### src/rtl/wac_adc_pkg.sv
// Shared constants and state encoding for the WAC serial ADC acquisition front end.
package wac_adc_pkg;

   localparam int ADC_BITS   = 12;
   localparam int LEAD_ZEROS = 4;
   localparam int FRAME_BITS = LEAD_ZEROS + ADC_BITS;

   typedef enum logic [1:0] {
      IDLE  = 2'd0,
      CONV  = 2'd1,
      QUIET = 2'd2
   } adcState_t;

endpackage

### src/rtl/wac_adc_acq_if.sv
// ADC serial pins plus the sample/strobe pair handed to WacComCtrl.
// readyAdc is a one-cycle strobe; datoAdc is valid in that cycle and holds until the next strobe (no back-pressure).
interface wac_adc_acq_if;
   import wac_adc_pkg::*;

   logic                adcCs;
   logic                adcSclk;
   logic                adcSdata;
   logic [ADC_BITS-1:0] datoAdc;
   logic                readyAdc;

   modport master (
      output adcCs, adcSclk, datoAdc, readyAdc,
      input  adcSdata
   );

   modport slave (
      input  adcCs, adcSclk, datoAdc, readyAdc,
      output adcSdata
   );

endinterface

### src/rtl/wac_sclk_gen.sv
// SCLK divider: toggles adcSclk every CLK_DIV enabled cycles and flags each edge for one cycle.
module wac_sclk_gen #(
   parameter int CLK_DIV = 2
) (
   input  logic clk,
   input  logic rst,
   input  logic en,
   input  logic clr,
   output logic adcSclk,
   output logic sclkRise,
   output logic sclkFall
);

   localparam logic [7:0] DIV_LAST = 8'(CLK_DIV - 1);

   logic [7:0] divCnt;
   logic       halfDone;

   assign halfDone = (divCnt == DIV_LAST);

   // Strobes are registered with the edge, so they are high in the first cycle of the new level.
   always_ff @(posedge clk or posedge rst) begin
      if (rst) begin
         divCnt   <= 8'd0;
         adcSclk  <= 1'b1;
         sclkRise <= 1'b0;
         sclkFall <= 1'b0;
      end else if (clr) begin
         divCnt   <= 8'd0;
         adcSclk  <= 1'b1;
         sclkRise <= 1'b0;
         sclkFall <= 1'b0;
      end else if (en) begin
         if (halfDone) begin
            divCnt   <= 8'd0;
            adcSclk  <= ~adcSclk;
            sclkRise <= ~adcSclk;
            sclkFall <= adcSclk;
         end else begin
            divCnt   <= divCnt + 8'd1;
            sclkRise <= 1'b0;
            sclkFall <= 1'b0;
         end
      end else begin
         sclkRise <= 1'b0;
         sclkFall <= 1'b0;
      end
   end

endmodule

### src/rtl/wac_adc_acq.sv
// AD7476-style acquisition FSM: frames a 16-clock SPI read per conversion, single or burst,
// and hands each 12-bit result to WacComCtrl with a readyAdc strobe.
module wac_adc_acq
   import wac_adc_pkg::*;
#(
   parameter int CLK_DIV   = 2,
   parameter int QUIET_CYC = 4
) (
   input  logic          clk,
   input  logic          rst,
   input  logic          ADC_En,
   input  logic          modeAdc,
   input  logic [11:0]   nSamples,
   input  logic          flag_adc_seq,
   wac_adc_acq_if.master adcBus,
   output logic          busyAdc,
   output logic          doneAdc,
   output logic          ovrAdc,
   output logic [11:0]   sampleCnt,
   output adcState_t     stateDbg
);

   adcState_t           state, stateNxt;
   logic                flagQ, trigEdge;
   logic                csQ, csNxt;
   logic [ADC_BITS-1:0] shiftQ, shiftNxt, datoQ, datoNxt;
   logic [4:0]          bitCnt, bitCntNxt;
   logic [7:0]          quietCnt, quietCntNxt;
   logic [11:0]         target, targetNxt, cntNxt;
   logic                readyQ, readyNxt, doneNxt, busyNxt, ovrNxt;
   logic                sclk, sclkRise, sclkFall, sclkClr, sclkEn;

   assign trigEdge = flag_adc_seq & ~flagQ;
   assign sclkEn   = (state == CONV);
   assign sclkClr  = (stateNxt != CONV);

   wac_sclk_gen #(.CLK_DIV(CLK_DIV)) sclkGen (
      .clk      (clk),
      .rst      (rst),
      .en       (sclkEn),
      .clr      (sclkClr),
      .adcSclk  (sclk),
      .sclkRise (sclkRise),
      .sclkFall (sclkFall)
   );

   always_comb begin
      stateNxt    = state;
      csNxt       = csQ;
      shiftNxt    = shiftQ;
      datoNxt     = datoQ;
      bitCntNxt   = bitCnt;
      quietCntNxt = quietCnt;
      targetNxt   = target;
      cntNxt      = sampleCnt;
      busyNxt     = busyAdc;
      ovrNxt      = ovrAdc;
      readyNxt    = 1'b0;
      doneNxt     = 1'b0;
      if (!ADC_En) begin
         // Abort outranks any trigger or frame completion in the same cycle.
         stateNxt    = IDLE;
         csNxt       = 1'b1;
         busyNxt     = 1'b0;
         ovrNxt      = 1'b0;
         bitCntNxt   = 5'd0;
         quietCntNxt = 8'd0;
      end else begin
         if (trigEdge && state != IDLE) ovrNxt = 1'b1;
         case (state)
            IDLE: begin
               if (trigEdge) begin
                  cntNxt    = 12'd0;
                  bitCntNxt = 5'd0;
                  if (modeAdc && nSamples == 12'd0) begin
                     doneNxt = 1'b1;
                  end else begin
                     targetNxt = modeAdc ? nSamples : 12'd1;
                     busyNxt   = 1'b1;
                     csNxt     = 1'b0;
                     stateNxt  = CONV;
                  end
               end
            end
            CONV: begin
               // bitCnt counts falling edges; the 16th rise always follows the 16th fall.
               if (sclkFall) bitCntNxt = bitCnt + 5'd1;
               if (sclkRise) begin
                  shiftNxt = {shiftQ[ADC_BITS-2:0], adcBus.adcSdata};
                  if (bitCnt == 5'(FRAME_BITS)) begin
                     bitCntNxt   = 5'd0;
                     csNxt       = 1'b1;
                     datoNxt     = shiftNxt;
                     readyNxt    = 1'b1;
                     cntNxt      = sampleCnt + 12'd1;
                     quietCntNxt = 8'd0;
                     stateNxt    = QUIET;
                  end
               end
            end
            QUIET: begin
               if (quietCnt == 8'(QUIET_CYC - 1)) begin
                  quietCntNxt = 8'd0;
                  if (sampleCnt == target) begin
                     doneNxt  = 1'b1;
                     busyNxt  = 1'b0;
                     stateNxt = IDLE;
                  end else begin
                     csNxt    = 1'b0;
                     stateNxt = CONV;
                  end
               end else begin
                  quietCntNxt = quietCnt + 8'd1;
               end
            end
            default: stateNxt = IDLE;
         endcase
      end
   end

   always_ff @(posedge clk or posedge rst) begin
      if (rst) begin
         state     <= IDLE;
         flagQ     <= 1'b0;
         csQ       <= 1'b1;
         shiftQ    <= '0;
         datoQ     <= '0;
         bitCnt    <= 5'd0;
         quietCnt  <= 8'd0;
         target    <= 12'd0;
         sampleCnt <= 12'd0;
         readyQ    <= 1'b0;
         doneAdc   <= 1'b0;
         busyAdc   <= 1'b0;
         ovrAdc    <= 1'b0;
      end else begin
         state     <= stateNxt;
         flagQ     <= flag_adc_seq;
         csQ       <= csNxt;
         shiftQ    <= shiftNxt;
         datoQ     <= datoNxt;
         bitCnt    <= bitCntNxt;
         quietCnt  <= quietCntNxt;
         target    <= targetNxt;
         sampleCnt <= cntNxt;
         readyQ    <= readyNxt;
         doneAdc   <= doneNxt;
         busyAdc   <= busyNxt;
         ovrAdc    <= ovrNxt;
      end
   end

   assign adcBus.adcCs    = csQ;
   assign adcBus.adcSclk  = sclk;
   assign adcBus.datoAdc  = datoQ;
   assign adcBus.readyAdc = readyQ;
   assign stateDbg        = state;

endmodule

### src/flat_wrapper.sv
// flat-port wrapper written by rule: the top's interface ports become plain ports
module wac_adc_acq_flat import wac_adc_pkg::*;
#(
   parameter int CLK_DIV   = 2,
   parameter int QUIET_CYC = 4
)
  (clk, rst, ADC_En, modeAdc, nSamples, flag_adc_seq, busyAdc, doneAdc, ovrAdc, sampleCnt, stateDbg, adcBus_adcCs, adcBus_adcSclk, adcBus_datoAdc, adcBus_readyAdc, adcBus_adcSdata);
  wac_adc_acq_if adcBus_i ();
  input  logic clk;
  input  logic rst;
  input  logic ADC_En;
  input  logic modeAdc;
  input  logic [11:0] nSamples;
  input  logic flag_adc_seq;
  output logic busyAdc;
  output logic doneAdc;
  output logic ovrAdc;
  output logic [11:0] sampleCnt;
  output adcState_t stateDbg;
  output wire logic [$bits(adcBus_i.adcCs)-1:0] adcBus_adcCs;
  output wire logic [$bits(adcBus_i.adcSclk)-1:0] adcBus_adcSclk;
  output wire logic [$bits(adcBus_i.datoAdc)-1:0] adcBus_datoAdc;
  output wire logic [$bits(adcBus_i.readyAdc)-1:0] adcBus_readyAdc;
  input wire logic [$bits(adcBus_i.adcSdata)-1:0] adcBus_adcSdata;
  assign adcBus_adcCs = adcBus_i.adcCs;
  assign adcBus_adcSclk = adcBus_i.adcSclk;
  assign adcBus_datoAdc = adcBus_i.datoAdc;
  assign adcBus_readyAdc = adcBus_i.readyAdc;
  assign adcBus_i.adcSdata = adcBus_adcSdata;
  wac_adc_acq #(.CLK_DIV(CLK_DIV), .QUIET_CYC(QUIET_CYC)) u_core (.clk(clk), .rst(rst), .ADC_En(ADC_En), .modeAdc(modeAdc), .nSamples(nSamples), .flag_adc_seq(flag_adc_seq), .adcBus(adcBus_i), .busyAdc(busyAdc), .doneAdc(doneAdc), .ovrAdc(ovrAdc), .sampleCnt(sampleCnt), .stateDbg(stateDbg));
endmodule
### config.mk
export PLATFORM = sky130hd
export DESIGN_NAME = wac_adc_acq_flat
export DESIGN_NICKNAME = d
export VERILOG_FILES = /design/src/rtl/wac_adc_pkg.sv /design/src/rtl/wac_adc_acq_if.sv /design/src/rtl/wac_sclk_gen.sv /design/src/rtl/wac_adc_acq.sv /design/src/flat_wrapper.sv
export SDC_FILE = /design/constraint.sdc
export NUM_CORES = 1
export LEC_CHECK = 0
export CAP_MARGIN = 20
export CORE_UTILIZATION = 55
export CTS_BUF_LIST = sky130_fd_sc_hd__clkbuf_16
export CTS_CLUSTER_SIZE = 40
export DETAILED_ROUTE_END_ITERATION = 10
export PLACE_DENSITY = 0.76
export SYNTH_ARGS = -nofsm -noshare
export SYNTH_HDL_FRONTEND = slang
export SYNTH_SLANG_ARGS = --single-unit
### constraint.sdc
create_clock -name clk -period 3.5 [get_ports clk]
set_input_delay 0.875 -clock clk [delete_from_list [all_inputs] [get_ports clk]]
set_output_delay 0.875 -clock clk [all_outputs]
set_load 0.01 [all_outputs]
==> out/results.ini, run 1 <==
[outcome]
outcome = complete, no violations

[cts]
cts_sinks = 79
cts_setup_buffers = 0
path_clk_slew_ns = 0.06
cts_buffer_depth = 2
cts_buffers = 9
htree_num_levels = 3
postCtsHoldBufs = 0
cts_resized = 0
cts_tree = yes
clock_latency_ns = 0.34
root_buffer = clkbuf_16

[final_layout]
drive_above_1_share_pct = 9.25
syn2layout_area_growth_pct = 24.1
regArea_um2 = 1980
diodes = 0
fin_nets = 477
fillers = 510
multiInputGateArea_um2 = 1780
fin_cells = 550

[pwr]
p_sw_uw = 519
power.clock.fraction_pct = 45.5
powerDensity_nw_per_um2 = 436
power_frac_seq_pct = 46.2
irDropWorstVdd_mv = 0.291
p_int_mw = 1.58
swShare_pct = 24.8
power.leakage_nw = 2.24
combPwrFrac_pct = 8.3

[logic_synthesis]
synthTopCellsByCount = 80 x nand2_1, 77 x dfrtp_1, 24 x nor2_1
synthFlopType = dfrtp_1
ys_warn_count = 0
synth_cell_types = 45
ys_ff_latch = 79
ys_async_sr_fraction_pct = 100
syn_avg_cell_area_um2 = 9.86
synth_enable_flop_cells = 0
syn_inst = 393
synth_area_leaders = dfrtp_1 50%, nand2_1 7.7%, xor2_1 5.2%, ha_1 3.2%, mux2_2 3.2%
mappedNetlistArea_um2 = 3880
syn_nets = 421
synth_area_leader_cell = dfrtp_1
synth.top_cell.area_share_pct = 49.7
yosysMostFrequentCell = nand2_1
seq_area_frac_synth_pct = 51.1

[floorplan]
die_area_um2 = 7390
start_util_pct = 57.1
core-area_um2 = 6790
ios = 50
die_h_um = 86.0
die_w_um = 86.0
rows = 30

[global_route]
grt_pass1_wl_um = 13800
track_usage_pct = 24.1
grt_pass1_vias = 3001
grt_start_max_net_pins = 80
grt_antenna_before_repair = 0
grt_overflow = 0

[worst_setup_path]
endpoint_kind = flop
worstPathMaxFanout = 12
crit_family = compound AO/OA/AOI/OAI gates
path_cells = clkdlybuf4s50_1 > nor4_1 > nand4_1 > a31oi_1 > o31a_1 > a211oi_1
path_buf_inv = 1
critPathLaunchType = input port
crit_slowest_cell = o31a_1
cp_data_required_time_ns = 3.69
crit_arrival_ns = 2.80
critPathMaxStageDelay_ns = 0.50
crit_type = input port to flop

[placed_design]
place.gp.congestion = 0.883
hpwl_um = 5590
io_buffer_count = 49
dp_cells = 534

[run]
maxCapViolations = 0

[sta]
period_minus_slack_ns = 2.61
finalMaxSlewViolations = 0
tightestPinTransition_ns = 0.652
setup_viol = 0
rsz0062_at_grt = no
finClkSkew_ns = 0.00495
max_clock_freq_mhz = 383
slew_headroom_pct = 55.9
min_period_over_period_pct = 74.6
whs_ns = 0.472
hold_violations = 0
tns_ns = 0

[detailed_routing]
wl_um = 8150
vias_per_cell = 5.58
wl_per_cell_um = 14.8
final_antenna_net_count = 0
vias = 3068
drc = 0
firstDrtPassIters = 5
first_iter_violations = 177

[min_path]
min_path_type = flop to flop

==> cells by family after synthesis <==
kind of cell | synth area share [%]
fa+ha+maj | 3.23
compound gates | 11.2
xor+xnor | 7.23
mux | 4.23
buf+inv | 2.91
simple gates | 20.1
flops | 51.1
==> per-layer routing <==
metal / part of all wire (%) / global-route usage [%] / vias to the layer above
met1: 46 / 32.1 / 1490
li1: - / - / 1484
met2: 48 / 39.2 / 83
met4: 1.5 / 9.85 / 0
met5: 0 / 0 / -
met3: 4.3 / 4.23 / 11
==> area by class of cell <==
cell class | instances | area share, %
Inverter | 16 | 1.25
Clock inverter | 7 | 1.61
Sequential cell | 79 | 41.2
Multi-Input combinational cell | 286 | 37.1
Timing Repair Buffer | 57 | 11.7
Clock buffer | 9 | 4.68
Tap cell | 96 | 2.50
==> worst paths after layout <==
kind	depth (start not counted)	startpoint	to	slack (ns)
worst min register to register	2	u_core.adcBus.datoAdc[9]$_DFFE_PP0P_	u_core.adcBus.datoAdc[9]$_DFFE_PP0P_	0.47
worst min-delay path	2	u_core.adcBus.datoAdc[9]$_DFFE_PP0P_	u_core.adcBus.datoAdc[9]$_DFFE_PP0P_	0.47
min in group asynchronous	3	rst	u_core.sclkGen.divCnt[6]$_DFFE_PP0P_	0.95
max in group asynchronous	3	rst	u_core.adcBus.adcCs$_DFFE_PP1P_	2.20
worst max-delay path	6	nSamples[1]	u_core.sclkGen.divCnt[3]$_DFFE_PP0P_	0.89
worst max register to register	5	u_core.quietCnt[3]$_DFFE_PP0P_	u_core.sclkGen.sclkRise$_DFF_PP0_	1.10
==> power groups by stage <==
| stage | clock network (mW) | registers, mW | logic [mW] |
|---|---|---|---|
| final | 0.953 | 0.969 | 0.174 |
| after global routing | 1.01 | 0.971 | 0.197 |
| after CTS | 0.966 | 0.968 | 0.176 |
| after detailed placement | 0 | 0.984 | 0.173 |
| after global placement | 0 | 0.983 | 0.168 |
| after floorplan | 0 | 0.981 | 0.102 |
==> worst min-delay path: stages, from the launching register on <==
cell and delay [ns]:
dfrtp_1 0.34, nand2_1 0.05, nand2_1 0.05
==> per-stage QoR <==
step / utilization (%) / power, mW / worst slack (ns) / instance area, um2
floorplan: - / 1.08 / 0.605 / 3880
global placement: 66.3 / 1.15 / 0.612 / 4510
detailed placement: 66.3 / 1.16 / 0.561 / 4510
CTS: 70.8 / 2.11 / 0.915 / 4810
global route: 70.8 / 2.18 / 0.680 / 4810
finish: 70.8 / 2.10 / 0.889 / 4810
==> flip-flops by register name (all words and copies together) (netlist names) <==
name / count
u_core.bitCnt: 5
u_core.sclkGen.sclkRise: 1
u_core.sampleCnt: 12
u_core.sclkGen.adcSclk: 1
u_core.quietCnt: 8
u_core.target: 12
u_core.adcBus.adcCs: 1
u_core.doneAdc: 1
u_core.sclkGen.sclkFall: 1
u_core.adcBus.readyAdc: 1
u_core.adcBus.datoAdc: 12
u_core.ovrAdc: 1
u_core.busyAdc: 1
u_core.sclkGen.divCnt: 8
u_core.shiftQ: 11
u_core.flagQ: 1
u_core.stateDbg: 2
==> cell usage in the layout (no fill, tap or decap), drive strengths merged, types with 2 or more instances in the layout <==
cell / count
ha: 10
a22o: 5
nor3: 6
mux2i: 4
a2111oi: 3
mux2: 11
dfrtp: 77
and3: 6
nand2: 80
buf: 8
dfstp: 2
o21ai: 24
nand3: 15
o31a: 2
clkdlybuf4s50: 49
nand4: 11
a31oi: 4
nor4: 5
inv: 20
nor2: 24
a21oi: 8
xnor2: 9
xor2: 23
nor2b: 4
nand2b: 5
a211o: 2
clkbuf: 9
and4: 3
a211oi: 8
No activity file was read; power rests on OpenSTA's default activity.
==> run 2: changes to the inputs <==
clock period = 2.7 ns   (was 3.5 ns; I/O delays follow)
==> run 2 against run 1 <==
  * Critical path depth is 1 lower
  * Sequential share of layout area is 0.27 points lower
  * Count of clock-buffer cells in the layout stayed put
  * Routed wire length is 0.61% higher
  * Combinational power is 30% higher
  * Utilization is 0.46 points higher
  * Final cell count is 0.73% higher
  * Sequential cell count stayed put
  * Setup slack worse by 0.61 ns
==> out/results.ini, run 2 (synthesized netlist as in run 1, its figures left out) <==
[worst_setup_path]
cp_data_required_time_ns = 2.93  ; -0.76 ns
r2r_cells = 5  ; unchanged
path_cells = or4_1 > or3_4 > a211o_1 > o21bai_4 > a2111oi_2
timing.rr.end = u_core.sclkGen.sclkFall$_DFF_PP0_
r2r_start = u_core.quietCnt[3]$_DFFE_PP0P_
endpoint_kind = flop
r2r_slack_ns = 0.28  ; -0.82 ns
crit_type = flop to flop
critPathMaxStageDelay_ns = 0.59  ; +0.09 ns
critPathLaunchType = flop
crit_slowest_cell = or4_1
worstPathMaxFanout = 12  ; unchanged
crit_arrival_ns = 2.65  ; -0.15 ns

[cts]
path_clk_slew_ns = 0.06  ; about the same
cts_buffers = 9  ; unchanged
cts_buffer_depth = 2  ; unchanged
cts_resized = 0  ; unchanged
cts_tree = yes
cts_setup_buffers = 0  ; unchanged
clock_latency_ns = 0.34  ; about the same
htree_num_levels = 3  ; unchanged
postCtsHoldBufs = 0  ; unchanged
root_buffer = clkbuf_16
cts_sinks = 79  ; unchanged

[final_layout]
regArea_um2 = 1980  ; unchanged
mostFrequentLayoutCells = 80 x nand2_1, 77 x dfrtp_1, 49 x clkdlybuf4s50_1
drive_above_1_share_pct = 10.0  ; +0.79 points
multiInputGateArea_um2 = 1780  ; unchanged
fin_nets = 481  ; +0.84%
postLayoutCellArea_um2 = 4840  ; +0.65%
fillers = 524  ; +2.7%
mostFrequentLayoutCell = nand2_1
diodes = 0  ; unchanged
syn2layout_area_growth_pct = 24.9

[sta]
fin_ws_ns = 0.282  ; -0.608 ns
setup_viol = 0  ; unchanged
min_period_over_period_pct = 89.6
whs_ns = 0.468  ; -0.00391 ns
finClkSkew_ns = 0.00535  ; +0.000402 ns
rsz0062_at_grt = no
tightestPinTransition_ns = 0.635  ; -0.0170 ns
hold_violations = 0  ; unchanged
max_clock_freq_mhz = 414
finalMaxSlewViolations = 0  ; unchanged
slew_headroom_pct = 57.1  ; +1.2 points
period_minus_slack_ns = 2.42
tns_ns = 0  ; unchanged

[floorplan]
core-area_um2 = 6790  ; unchanged
die_w_um = 86.0  ; unchanged
ios = 50  ; unchanged
die_area_um2 = 7390  ; unchanged
rows = 30  ; unchanged
start_util_pct = 57.1  ; unchanged
die_h_um = 86.0  ; unchanged

[min_path]
hold_end = u_core.adcBus.datoAdc[11]$_DFFE_PP0P_
min_path_type = flop to flop
hold_path.startpoint = u_core.shiftQ[10]$_DFFE_PP0P_
hold_depth = 2  ; unchanged

[global_route]
grt_antenna_before_repair = 0  ; unchanged
grt_pass1_vias = 2967  ; -1.1%
grt_overflow = 0  ; unchanged
grt_pass1_wl_um = 13800  ; -0.30%
grt_start_max_net_pins = 80  ; unchanged
track_usage_pct = 24.1  ; about the same

[detailed_routing]
vias = 3055  ; -0.42%
firstDrtPassIters = 4  ; -1
vias_per_cell = 5.51  ; -1.1%
wl_per_cell_um = 14.8  ; -0.11%
first_iter_violations = 125  ; -29%
final_antenna_net_count = 0  ; unchanged
drc = 0  ; unchanged
wl_um = 8200  ; +0.61%

[placed_design]
place_ws_ns = 0.119  ; -0.442 ns
hpwl_um = 5600  ; +0.21%
io_buffer_count = 49  ; unchanged
postPlaceCellArea_um2 = 4540  ; +0.67%
place.gp.congestion = 0.870  ; -1.5%

[pwr]
powerDensity_nw_per_um2 = 560  ; +29%
power.leakage_nw = 2.26  ; +1.1%
irDropWorstVdd_mv = 0.365  ; +25%

[run]
maxCapViolations = 0  ; unchanged

[outcome]
outcome = complete, no violations

## run 2: cell count changes in the layout (fill, tap and decap cells not counted), sizes merged
cell      previous run  this run
clkinvlp             1         0
clkinv               1         3
buf                  8        12
inv                 20        19
## run 2: final cells by class
class	count	area share, %
Tap cell	96	2.48
Multi-Input combinational cell	286	36.9
Timing Repair Buffer	61	12.3
Clock buffer	9	4.65
Inverter	16	1.24
Clock inverter	7	1.63
Sequential cell	79	40.9
## run 2: through the flow
stage	total power, mW	std cells	utilization (%)
floorplan	1.40	393	-
global placement	1.49	538	66.8
detailed placement	1.50	538	66.8
CTS	2.74	554	71.3
global route	2.82	554	71.3
finish	2.71	554	71.3
## run 2: how the worst max path moves through the flow
stage | start | endpoint | slack, ns
finish | u_core.quietCnt[3]$_DFFE_PP0P_ | u_core.sclkGen.sclkFall$_DFF_PP0_ | 0.28
global route | u_core.quietCnt[3]$_DFFE_PP0P_ | u_core.sclkGen.sclkRise$_DFF_PP0_ | 0.14
CTS | u_core.quietCnt[3]$_DFFE_PP0P_ | u_core.sclkGen.sclkFall$_DFF_PP0_ | 0.28
detailed placement | nSamples[4] | u_core.sclkGen.divCnt[5]$_DFFE_PP0P_ | 0.12
global placement | flag_adc_seq | u_core.sampleCnt[7]$_DFFE_PP0P_ | 0.12
floorplan | rst | u_core.adcBus.datoAdc[0]$_DFFE_PP0P_ | 0.005
## run 2: where the power goes
group / switching (mW) / leakage (nW) / internal, mW
registers: 0.0315 / 1.08 / 1.22
logic: 0.131 / 1.03 / 0.0953
clock network: 0.506 / 0.151 / 0.727
total: 0.668 / 2.26 / 2.04
## run 2: critical path, delay by kind of cell (launching register included)
kind | cells | cell delay [ns]
and+or+nand+nor | 2 | 0.98
AOI/OAI and AO/OA | 3 | 0.91
DFF | 1 | 0.41
## run 2: routing by layer
metal / wire [um] / share of wire (%) / up-vias / GRT usage, %
li1: - / - / 1487 / -
met1: 3730 / 45 / 1467 / 33.0
met2: 3890 / 47 / 91 / 37.5
met3: 471 / 5.7 / 10 / 6.26
met4: 102 / 1.2 / 0 / 8.03
met5: 0 / 0 / - / 0
